[config.mk]
export PLATFORM = sky130hd
export DESIGN_NAME = control_bram_arbiter
export DESIGN_NICKNAME = d
export VERILOG_FILES = /design/src/rtl/control_bram_arbiter.sv
export SDC_FILE = /design/constraint.sdc
export NUM_CORES = 1
export LEC_CHECK = 0
export ABC_AREA = 0
export BUFFER_PORTS_ARGS = -buffer_cell sky130_fd_sc_hd__buf_2
export CORE_MARGIN = 5
export CORE_UTILIZATION = 35
export DETAILED_ROUTE_END_ITERATION = 8
export PLACE_DENSITY = 0.8
export REMOVE_ABC_BUFFERS = 1
export SLEW_MARGIN = 10
export SYNTH_ARGS = -nofsm -noshare
export SYNTH_HDL_FRONTEND = slang
export SYNTH_SLANG_ARGS = --single-unit
[constraint.sdc]
create_clock -name i_clk -period 2.2 [get_ports i_clk]
set_clock_uncertainty 0.1 [all_clocks]
set_input_delay 0 -clock i_clk [delete_from_list [all_inputs] [get_ports i_clk]]
set_output_delay 0 -clock i_clk [all_outputs]
set_load 0.01 [all_outputs]
[src/rtl/control_bram_arbiter.sv]
`default_nettype none
// ============================================================================
// Module   : control_bram_arbiter
// Purpose  : Shares one single-port control BRAM between the instruction-side
//            port (req0) and the load/store port (req1). Round-robin grant
//            with optional bounded burst lock; read data returned as a
//            registered one-cycle pulse to the requester that issued it.
// Revision : 1.0 - initial release
// ============================================================================
module control_bram_arbiter #(
  parameter int AW       = 10,
  parameter int DW       = 20,
  parameter int MAX_LOCK = 8
) (
  input  logic          i_clk,
  input  logic          i_rst,
  input  logic          i_req0_valid,
  input  logic          i_req0_we,
  input  logic          i_req0_lock,
  input  logic [AW-1:0] i_req0_addr,
  input  logic [DW-1:0] i_req0_wdata,
  output logic          o_req0_ready,
  output logic          o_rsp0_valid,
  output logic [DW-1:0] o_rsp0_rdata,
  input  logic          i_req1_valid,
  input  logic          i_req1_we,
  input  logic          i_req1_lock,
  input  logic [AW-1:0] i_req1_addr,
  input  logic [DW-1:0] i_req1_wdata,
  output logic          o_req1_ready,
  output logic          o_rsp1_valid,
  output logic [DW-1:0] o_rsp1_rdata,
  output logic [AW-1:0] o_bram_addr,
  output logic          o_bram_rden,
  output logic          o_bram_wren,
  output logic [DW-1:0] o_bram_wdata,
  input  logic [DW-1:0] i_bram_rdata
);

  localparam int c_cnt_w = $clog2(MAX_LOCK + 1);
  localparam logic [c_cnt_w-1:0] c_cnt_max = c_cnt_w'(MAX_LOCK);
  localparam logic [c_cnt_w-1:0] c_cnt_one = c_cnt_w'(1);

  localparam logic [1:0] c_st_arb   = 2'd0;
  localparam logic [1:0] c_st_lock0 = 2'd1;
  localparam logic [1:0] c_st_lock1 = 2'd2;

  logic [1:0]         state_q, state_d;
  logic               prio_q, prio_d;
  logic [c_cnt_w-1:0] cnt_q, cnt_d;
  logic [1:0]         rsp_valid_q, rsp_valid_d;
  logic [DW-1:0]      rsp0_rdata_q, rsp0_rdata_d;
  logic [DW-1:0]      rsp1_rdata_q, rsp1_rdata_d;

  logic [1:0] w_valid;
  logic [1:0] w_we;
  logic [1:0] w_lock;
  logic [1:0] w_gnt;
  logic       w_locked;
  logic       w_owner;
  logic       w_starve;
  logic       w_eff_prio;
  logic       w_win;

  assign w_valid = {i_req1_valid, i_req0_valid};
  assign w_we    = {i_req1_we,    i_req0_we};
  assign w_lock  = {i_req1_lock,  i_req0_lock};

  // Grant decision and next arbitration state (lock ownership, pointer, counter)
  always_comb begin
    w_locked   = (state_q == c_st_lock0) || (state_q == c_st_lock1);
    w_owner    = (state_q == c_st_lock1);
    // A saturated lock yields to a waiting partner: evaluate as plain ARB with
    // the partner holding priority.
    w_starve   = w_locked && (cnt_q == c_cnt_max) && w_valid[~w_owner];
    w_eff_prio = w_starve ? ~w_owner : prio_q;
    w_gnt      = 2'b00;
    w_win      = 1'b0;
    state_d    = c_st_arb;
    cnt_d      = '0;
    prio_d     = prio_q;
    if (i_rst) begin
      w_gnt = 2'b00;
    end else if (w_locked && w_valid[w_owner] && !w_starve) begin
      w_gnt[w_owner] = 1'b1;
      w_win          = w_owner;
      prio_d         = ~w_owner;
      if (w_lock[w_owner]) begin
        state_d = state_q;
        cnt_d   = (cnt_q == c_cnt_max) ? cnt_q : cnt_q + c_cnt_one;
      end
    end else begin
      if (&w_valid) begin
        w_gnt[w_eff_prio] = 1'b1;
      end else begin
        w_gnt = w_valid;
      end
      w_win = w_gnt[1];
      if (|w_gnt) begin
        prio_d = ~w_win;
        if (w_lock[w_win]) begin
          state_d = w_win ? c_st_lock1 : c_st_lock0;
          cnt_d   = c_cnt_one;
        end
      end
    end
  end

  // BRAM drive: winner's address/data, zero when no grant
  always_comb begin
    o_bram_addr  = '0;
    o_bram_wdata = '0;
    o_bram_rden  = 1'b0;
    o_bram_wren  = 1'b0;
    if (|w_gnt) begin
      o_bram_addr  = w_win ? i_req1_addr  : i_req0_addr;
      o_bram_wdata = w_win ? i_req1_wdata : i_req0_wdata;
      o_bram_rden  = ~w_we[w_win];
      o_bram_wren  = w_we[w_win];
    end
  end

  // Response capture: BRAM data is valid by the rising edge closing the issue cycle
  always_comb begin
    rsp_valid_d  = w_gnt & ~w_we;
    rsp0_rdata_d = rsp_valid_d[0] ? i_bram_rdata : rsp0_rdata_q;
    rsp1_rdata_d = rsp_valid_d[1] ? i_bram_rdata : rsp1_rdata_q;
  end

  // State and response registers
  always_ff @(posedge i_clk) begin
    if (i_rst) begin
      state_q      <= c_st_arb;
      prio_q       <= 1'b0;
      cnt_q        <= '0;
      rsp_valid_q  <= 2'b00;
      rsp0_rdata_q <= '0;
      rsp1_rdata_q <= '0;
    end else begin
      state_q      <= state_d;
      prio_q       <= prio_d;
      cnt_q        <= cnt_d;
      rsp_valid_q  <= rsp_valid_d;
      rsp0_rdata_q <= rsp0_rdata_d;
      rsp1_rdata_q <= rsp1_rdata_d;
    end
  end

  // Reset suppresses a response that would otherwise land in the reset cycle
  assign o_req0_ready = w_gnt[0];
  assign o_req1_ready = w_gnt[1];
  assign o_rsp0_valid = rsp_valid_q[0] & ~i_rst;
  assign o_rsp1_valid = rsp_valid_q[1] & ~i_rst;
  assign o_rsp0_rdata = rsp0_rdata_q;
  assign o_rsp1_rdata = rsp1_rdata_q;

endmodule
`default_nettype wire

* Yosys cells after proc, flatten, opt, wreduce, memory -nomap -nowiden
Cells that the tools add are included.
Cells by class: multiplexer cells 40, add/subtract/negate cells 1, equal/unequal tests 5, bitwise logic cells 8, reduce and logical (&&, ||, !) cells 12, order comparisons 7
Operators with widths (number):
- 2-to-1 mux 20 bit | 2
- 2-to-1 mux 1 bit | 21
- 2-to-1 mux 10 bit | 2
- 2-to-1 mux 2 bit | 10
- 2-to-1 mux 4 bit | 3
- less-than comparator 1 x 2 -> 1 bit (second input constant) | 5
- logical AND 1 bit | 6
- adder 4 x 1 -> 4 bit (second input constant) | 1
- == test 4 bit (second input constant) | 1
- NOT 1 bit | 4
- OR reduction 2 bit | 2
- inequality test 3 bit (second input constant) | 1
- bitwise AND 1 bit | 2
- bitwise AND 2 bit | 1
- demux 1 bit (select 1 bit) | 2
- == test 2 x 1 -> 1 bit (second input constant) | 1
- == test 2 bit (second input constant) | 1
- >= comparator 1 bit (second input constant) | 2
- inequality test 2 bit (second input constant) | 1
- NOT 2 bit | 1
- AND reduction 2 bit | 1
- nonzero test 2 bit | 1
- logical NOT 1 bit | 1
- logical OR 1 bit | 1
Word-level totals: flip-flop bits (word level) 49, input bits 88

* Depth between registers and ports, before layout
Gate-level depths: netlist (run 1).
word-level depth 19, depth in mapped cells 8, mapped depth without buffers 6

* Least setup slack after synthesis (run 1)
OpenSTA, ideal clock, no wires.
path kind reg-to-reg, start register state_q[0], end register rsp1_rdata_q[10] (netlist: o_rsp1_rdata[10]), cell stages (with the launch flop) 9, arrival 1.844 ns, clock period less this slack 2.068 ns, library setup time 0.123 ns, slack 0.132 ns, cell sequence dfxtp_1 -> inv_1 -> ha_1 -> clkbuf_1 -> nand3b_1 -> nand2_1 -> nor4_4 -> buf_6 -> mux2_1
On the way: word-level cells in the longest chain between the ends 15, elaborated cells between the ends (all ways) 30, those cells by class order compare: 4; eq/ne: 2; mux: 14; bitwise: 2; reduce/logical: 8
RTL lines:
- start, declared | RTL line 48 | logic [1:0] state_q, state_d;
- start signal, assigned | RTL line 133 | state_q <= c_st_arb;
- start signal, assigned | RTL line 140 | state_q <= state_d;
- == test 2 bit or == test 2 x 1 -> 1 bit (tied branches) | RTL line 71, 72
- 2-to-1 mux 1 bit (not written as such) or logical OR 1 bit (tied branches) | RTL line 75, 71
- 2-to-1 mux 1 bit (not written as such) or logical AND 1 bit (tied branches) | RTL line 75 | w_starve = w_locked && (cnt_q == c_cnt_max) && w_valid[~w_owner];
- logical AND 1 bit | RTL line 75
- 2-to-1 mux 1 bit | RTL line 76 | w_eff_prio = w_starve ? ~w_owner : prio_q;
- less-than comparator 1 x 2 -> 1 bit (not written as such) or >= comparator 1 bit (tied branches) | RTL line 94 | w_gnt[w_eff_prio] = 1'b1;
- logical AND 1 bit (not written as such) | RTL line 94
- 2-to-1 mux 1 bit (not written as such) | RTL line 94
- demux 1 bit (select 1 bit) | RTL line 94
- 2-to-1 mux 2 bit | RTL line 93 | if (&w_valid) begin
- 2-to-1 mux 2 bit | RTL line 84 | end else if (w_locked && w_valid[w_owner] && !w_starve) begin
- 2-to-1 mux 2 bit | RTL line 82 | if (i_rst) begin
- 2-to-1 mux 2 bit (*) | RTL line 84
- 2-to-1 mux 2 bit (*) | RTL line 82
- bitwise AND 2 bit (*) | RTL line 125 | rsp_valid_d = w_gnt & ~w_we;
- end signal, assigned | RTL line 145 | rsp1_rdata_q <= rsp1_rdata_d;
- end, declared | RTL line 53 | logic [DW-1:0] rsp1_rdata_q, rsp1_rdata_d;
Mark *: on every way between the ends. The rest lies on a longest branch, timed or not. The select of a mux whose other input is x is not followed. A chain may end at the register's enable or synchronous reset.

* Final worst setup path (run 1)
start register state_q[0], end output port o_bram_wdata[8]
On the way: word-level cells in the longest chain between the ends 16, elaborated cells between the ends (all ways) 34, those cells by class order compare: 4; eq/ne: 2; mux: 18; bitwise: 1; reduce/logical: 9
RTL lines:
- == test 2 bit or == test 2 x 1 -> 1 bit (tied branches) | RTL line 71, 72
- 2-to-1 mux 1 bit (not written as such) or logical OR 1 bit (tied branches) | RTL line 75, 71
- 2-to-1 mux 1 bit (not written as such) or logical AND 1 bit (tied branches) | RTL line 75
- logical AND 1 bit | RTL line 75
- 2-to-1 mux 1 bit | RTL line 76
- less-than comparator 1 x 2 -> 1 bit (not written as such) or >= comparator 1 bit (tied branches) | RTL line 94
- logical AND 1 bit (not written as such) | RTL line 94
- 2-to-1 mux 1 bit (not written as such) | RTL line 94
- demux 1 bit (select 1 bit) | RTL line 94
- 2-to-1 mux 2 bit | RTL line 93
- 2-to-1 mux 2 bit | RTL line 84
- 2-to-1 mux 2 bit | RTL line 82
- 2-to-1 mux 1 bit or 2-to-1 mux 2 bit (tied branches) | RTL line 84
- 2-to-1 mux 1 bit or 2-to-1 mux 2 bit (tied branches) | RTL line 82
- 2-to-1 mux 20 bit or OR reduction 2 bit (tied branches) | RTL line 117, 115
- 2-to-1 mux 20 bit (*) | RTL line 115 | if (|w_gnt) begin
- end, declared | RTL line 36 | output logic [DW-1:0] o_bram_wdata,
Marks and branches as above.

==> results of run 1 <==
[cells by family after synthesis]
kind of cell	share of synthesized area
AOI/OAI and AO/OA	0.198
xor gates and xnor gates	0.00615
buffers and inverters	0.0786
and+or+nand+nor	0.220
adders and majority gates	0.0132
DFF	0.344
muxes	0.139
[Yosys cell counts, drive strengths merged (2+ instances only)]
master | n | area (sq um)
a21o | 2 | 15.0
mux2i | 16 | 160
clkbuf | 17 | 63.8
or2 | 2 | 12.5
nor4 | 2 | 27.5
o31ai | 20 | 150
a21oi | 26 | 141
nor3 | 2 | 15.0
nand3 | 3 | 15.0
o22ai | 2 | 26.3
a22o | 15 | 131
nor2b | 23 | 144
nand2b | 4 | 25.0
ha | 3 | 37.5
dfxtp | 49 | 981
and4b | 3 | 30.0
or4 | 2 | 15.0
nand3b | 2 | 15.0
buf | 13 | 81.3
o211ai | 2 | 15.0
inv | 21 | 78.8
nand4 | 21 | 131
nand2 | 25 | 93.8
mux2 | 21 | 236
nor2 | 3 | 11.3
[through the flow]
| step | cell area (sq um) | cells | hold slack (ns) | power (W) | setup TNS (ns) |
|---|---|---|---|---|---|
| after CTS | 4420 | 619 | 0.0193 | 0.00215 | -6.57 |
| after floorplan | 2700 | 291 | -0.0559 | 0.00123 | -49.00 |
| after global placement | 3850 | 576 | 0.131 | 0.00149 | 0 |
| after global routing | 4480 | 621 | 0.0114 | 0.00227 | -10.04 |
| final | 4480 | 621 | 0.0242 | 0.00214 | -5.19 |
| after detailed placement | 3850 | 576 | 0.135 | 0.00150 | -0.257 |
[cells in the final DEF, fill, tap and decap left out, types with 2 or more instances in the layout]
cell type / instances
buf_2: 161
dfxtp_1: 46
nand2_1: 24
a21oi_1: 24
dlygate4sd3_1: 24
nor2b_1: 23
nand4_1: 21
o31ai_1: 20
mux2_1: 20
inv_1: 19
buf_4: 17
a22o_1: 15
mux2i_1: 11
buf_6: 8
clkbuf_8: 6
mux2i_4: 5
nand2b_1: 4
buf_12: 4
nor2_1: 3
and4b_1: 3
nand3_1: 3
dfxtp_2: 3
inv_2: 2
a21oi_4: 2
nand3b_1: 2
o211ai_1: 2
a21o_1: 2
or4_1: 2
ha_4: 2
clkbuf_16: 2
[tightest hold or removal path: stages]
cell and delay (ns):
buf_2 0.12, nor4_4 0.07, clkbuf_16 0.16
[routing by layer]
layer / up-vias / share of wire / global-route usage
met2: 171 / 0.52 / 0.361
li1: 1562 / - / -
met3: 15 / 0.082 / 0.0299
met4: 0 / 0.021 / 0.0622
met1: 1479 / 0.38 / 0.218
met5: - / 0 / 0
[how the worst min path moves through the flow]
stage                      from               end
3_3_place_gp   i_bram_rdata[13]  o_rsp1_rdata[13]
6_report              i_req1_we    rsp_valid_q[1]
5_1_grt               i_req1_we    rsp_valid_q[1]
3_5_place_dp    i_bram_rdata[4]   o_rsp1_rdata[4]
2_1_floorplan             i_rst       o_bram_wren
4_1_cts                   i_rst        state_q[0]
[layout make-up]
type	count	area (sq um)
Multi-Input combinational cell	221	1770
Timing Repair Buffer	217	1420
Clock buffer	6	82.6
Sequential cell	49	985
Fill cell	717	3610
Inverter	21	78.8
Tap cell	105	131
Clock inverter	2	13.8
[registers in the layout, summed over array words and instances (netlist names)]
register / count
cnt_q: 4
rsp_valid_q: 2
prio_q: 1
o_rsp0_rdata: 20
o_rsp1_rdata: 20
state_q: 2
[power breakdown]
group	total, W	switching (W)	internal (W)
logic	0.000629	0.000304	0.000326
clock network	0.000549	0.000294	0.000255
registers	0.000960	0.0000253	0.000934
[repair_timing]
action                                  CTS  global route
hold endpoints to repair                 44             0
pin swaps                                10             4
cloned                                    3             1
endpoints found under the setup margin   59            74
buffers inserted                          8             3
resized for setup                        21            12
hold buffers                             24             0
==> results.ini, run 1 <==
[status]
status=finished with violations
violations=setup timing

[timing]
finalWorstPathRequiredPeriod_ns=2.40
rsz0062_at_grt=yes
drv_slew=0
max_slew_margin=0.650
worst_slew_pin_slew_ns=0.523
finalHoldViolCount=0
fmaxAchievable_mhz=416
finalWorstSetupSlack_ns=-0.204
fin_crit_sh=1.09
setup_viol=53

[power_and_ir_drop]
vdd_drop_max_mv=0.242
p_leak_nw=2.18
power.density_mw_per_mm2=477

[synth]
synthesis.area_sq_mm=0.00285
synthCells=321
yosysSeqAreaShare=0.344
yosysWarnings=0
async_flop_share=0
synth-main-ff-cell=dfxtp_1
synth-edff-count=0
synth_cell_types=56
ys_ff_latch=49
avgSynthCellArea_sq_um=8.88

[worst_setup_path]
crit_cells=9
cp.arrival_ns=2.30
crit_buf_inv=4
start_kind=flop
crit_chain=inv_2, ha_4, or3b_4, o22ai_4, nor3_4, buf_6, buf_16, a22o_1, buf_2
cp_max_fo=8
r2r_end=o_rsp1_rdata[16]
endpoint=o_bram_wdata[8]
max_stage_delay_ns=0.42
cp-end-kind=output port
worst-r2r-setup-slack_ns=-0.09
cpMaxStageDelayCell=or3b_4
critPathLaunch=state_q[0]
crit_type=flop to output port
crit_required_ns=2.10
r2r_start=state_q[0]
crit_family=simple AND/OR/NAND/NOR gates
worstRegToRegCells=8

[min_path]
hold_path_depth=3
hold_path.class=input port to flop

[clock_network]
clockRootBuffer=clkbuf_8
htreeDepth=2
clk_latency_ns=0.29
cts_tree=done
cts_sinks=49
clkTransAtPathRegs_ns=0.09
numCtsBuffers=5
clock_path_buffers=2

[routing]
wire_per_inst_microns=16.1
ant_nets=0
dr.pass1.iters=4
vias=3227
drtIter0Drc=160
drc=0
finalWirelength_mm=9.98
via_per_inst=5.20

[die]
core_sq_mm=0.00809
rows=33
die_w_microns=100
die_y_microns=100
start_util=0.352
io_pins=164
die_area_sq_mm=0.0100

[layout]
area_growth_syn_to_layout_pct=57.4
layout-drive-gt1-share=0.440
nets=606
utilization=0.554
antenna_cells=0

[grt]
grt_first_pass_wirelength_mm=15.6
grt_overflow=0
antenna_found_initial=0
grt_max_degree=23
first_global_vias=3196
gr-usage-all-layers=0.192

[place]
hpwl_mm=7.07
place_ws_ns=-0.0244
io_buffers=163
gp_congestion=0.880

[flow_run]
drv_cap=0

No activity file was read; power rests on OpenSTA's default activity.
==> run 2, diff against run 1 <==
- CORE_ASPECT_RATIO: unset -> 1.1
==> results.ini, run 2 (synthesis results as in run 1) <==
[power_and_ir_drop]
internal_power_w=0.00155  ; was 0.00152 W
vdd_drop_max_mv=0.292  ; was 0.242 mV
power.density_mw_per_mm2=470  ; was 477 mW/mm^2
pwr-share-clk=0.255  ; was 0.257
switchingPower_w=0.000656  ; was 0.000623 W
seqPwrFrac=0.433  ; was 0.449
comb_power_share=0.312  ; was 0.294
switching_share=0.297  ; was 0.291
p_leak_nw=2.30  ; was 2.18 nW
p_total_w=0.00221  ; was 0.00214 W

[timing]
finalWorstSetupSlack_ns=-0.255  ; was -0.204 ns
worst_slew_pin_slew_ns=0.904  ; was 0.523 ns
finalWorstPathRequiredPeriod_ns=2.46  ; was 2.40 ns
drv_slew=0  ; unchanged
max_slew_margin=0.396  ; was 0.650
fin_crit_sh=1.12  ; was 1.09
rsz0062_at_grt=yes  ; unchanged
fmaxAchievable_mhz=407  ; was 416 MHz
finalHoldViolCount=0  ; unchanged
setup_viol=52  ; was 53
timing.hold.ws_ns=0.0916  ; was 0.0242 ns

[status]
violations=setup timing  ; unchanged
status=finished with violations  ; unchanged

[layout]
multi_input_area_sq_mm=0.00181  ; was 0.00177 sq mm
regArea_sq_um=983  ; was 985 sq um
utilization=0.594  ; was 0.554
antenna_cells=0  ; unchanged
nets=630  ; was 606
layout-drive-gt1-share=0.494  ; was 0.440
area_growth_syn_to_layout_pct=65.0  ; was 57.4%
fill_cells=718  ; was 717
final_cells=648  ; was 621
layout_common_cells=buf_2, dfxtp_1, buf_4  ; was buf_2, dfxtp_1, nand2_1, a21oi_1, dlygate4sd3_1
layout_commonest_cell=buf_2  ; unchanged

[worst_setup_path]
cp_max_fo=9  ; was 8
cp.arrival_ns=2.36  ; was 2.30 ns
r2r_start=state_q[0]  ; unchanged
crit_required_ns=2.10  ; about the same
start_kind=flop  ; unchanged
cp-end-kind=output port  ; unchanged
critPathLaunch=state_q[0]  ; unchanged
crit_type=flop to output port  ; unchanged

[routing]
drc=0  ; unchanged
drtIter0Drc=77  ; was 160
wire_per_inst_microns=17.4  ; was 16.1 microns
finalWirelength_mm=11.3  ; was 9.98 mm
dr.pass1.iters=4  ; unchanged
ant_nets=0  ; unchanged
via_per_inst=5.18  ; was 5.20
vias=3358  ; was 3227

[grt]
first_global_vias=3550  ; was 3196
grt_overflow=0  ; unchanged
grt_first_pass_wirelength_mm=17.2  ; was 15.6 mm
gr-usage-all-layers=0.220  ; was 0.192
grt_max_degree=48  ; was 23
antenna_found_initial=0  ; unchanged

[die]
io_pins=164  ; unchanged
die_w_microns=96.0  ; was 100 microns
rows=34  ; was 33
start_util=0.360  ; was 0.352
die_area_sq_mm=0.0100  ; about the same
core_sq_mm=0.00791  ; was 0.00809 sq mm
die_y_microns=105  ; was 100 microns

[clock_network]
clkTransAtPathRegs_ns=0.09  ; about the same
htreeDepth=2  ; unchanged
cts_tree=done  ; unchanged
numCtsBuffers=5  ; unchanged
clk_latency_ns=0.30  ; was 0.29 ns
clockRootBuffer=clkbuf_8  ; unchanged
clock_path_buffers=2  ; unchanged
cts_sinks=49  ; unchanged

[place]
gp_congestion=0.924  ; was 0.880
io_buffers=163  ; unchanged
place_ws_ns=-0.534  ; was -0.0244 ns
hpwl_mm=7.88  ; was 7.07 mm
dp.cells=594  ; was 576

[min_path]
hold_path.class=input port to flop  ; unchanged
min_from=i_req0_valid  ; was i_req1_we

[flow_run]
drv_cap=0  ; unchanged

[run 2: worst paths after layout]
kind / end / slack, ns / depth (start not counted)
setup / recovery: o_bram_wdata[7] / -0.26 / 10
hold / removal: prio_q / 0.09 / 3
setup reg to reg: o_rsp1_rdata[10] / -0.20 / 10
hold reg to reg: o_rsp0_rdata[13] / 0.38 / 2
[run 2: metal layers]
metal,up-vias,GRT usage,share of wire
li1,1603,-,-
met1,1566,0.233,0.37
met2,165,0.399,0.51
met5,-,0,0
met3,24,0.0604,0.088
met4,0,0.0874,0.031
[run 2: cell type report]
class | count | share of cell area
clock inverter | 2 | 0.00293
inverter | 21 | 0.0168
timing repair buffer | 240 | 0.340
tap | 108 | 0.0288
multi-input combinational | 222 | 0.384
sequential | 49 | 0.209
clock buffer | 6 | 0.0176
[run 2: worst max-delay path: stages, from the launching register on]
cell and delay (ns):
dfxtp_2 0.34, inv_2 0.04, ha_4 0.22, or3b_4 0.38, buf_6 0.13, o22a_1 0.23
a21oi_4 0.16, buf_6 0.13, buf_12 0.11, a22o_1 0.17, buf_2 0.14
[run 2: what timing repair did]
| action | CTS | global route |
|---|---|---|
| hold buffers | 23 | 0 |
| gates cloned | 6 | 0 |
| endpoints found under the hold margin | 43 | 0 |
| buffers inserted | 14 | 4 |
| gates resized for setup | 48 | 9 |
| pin swaps | 16 | 11 |
| setup endpoints to repair | 74 | 75 |
[run 2: stage by stage]
stage,TNS [ns],area (sq um)
floorplan,-49.00,2700
global placement,-9.21,3940
detailed placement,-13.46,3940
CTS,-8.65,4640
global route,-13.31,4700
finish,-8.56,4700
[run 2: power groups by stage]
stage / Clock (W) / Combinational [W] / Sequential [W]
2_1_floorplan: 0 / 0.000232 / 0.000995
3_3_place_gp: 0 / 0.000540 / 0.000974
3_5_place_dp: 0 / 0.000553 / 0.000976
4_1_cts: 0.000581 / 0.000682 / 0.000957
5_1_grt: 0.000614 / 0.000739 / 0.000962
6_report: 0.000563 / 0.000688 / 0.000956
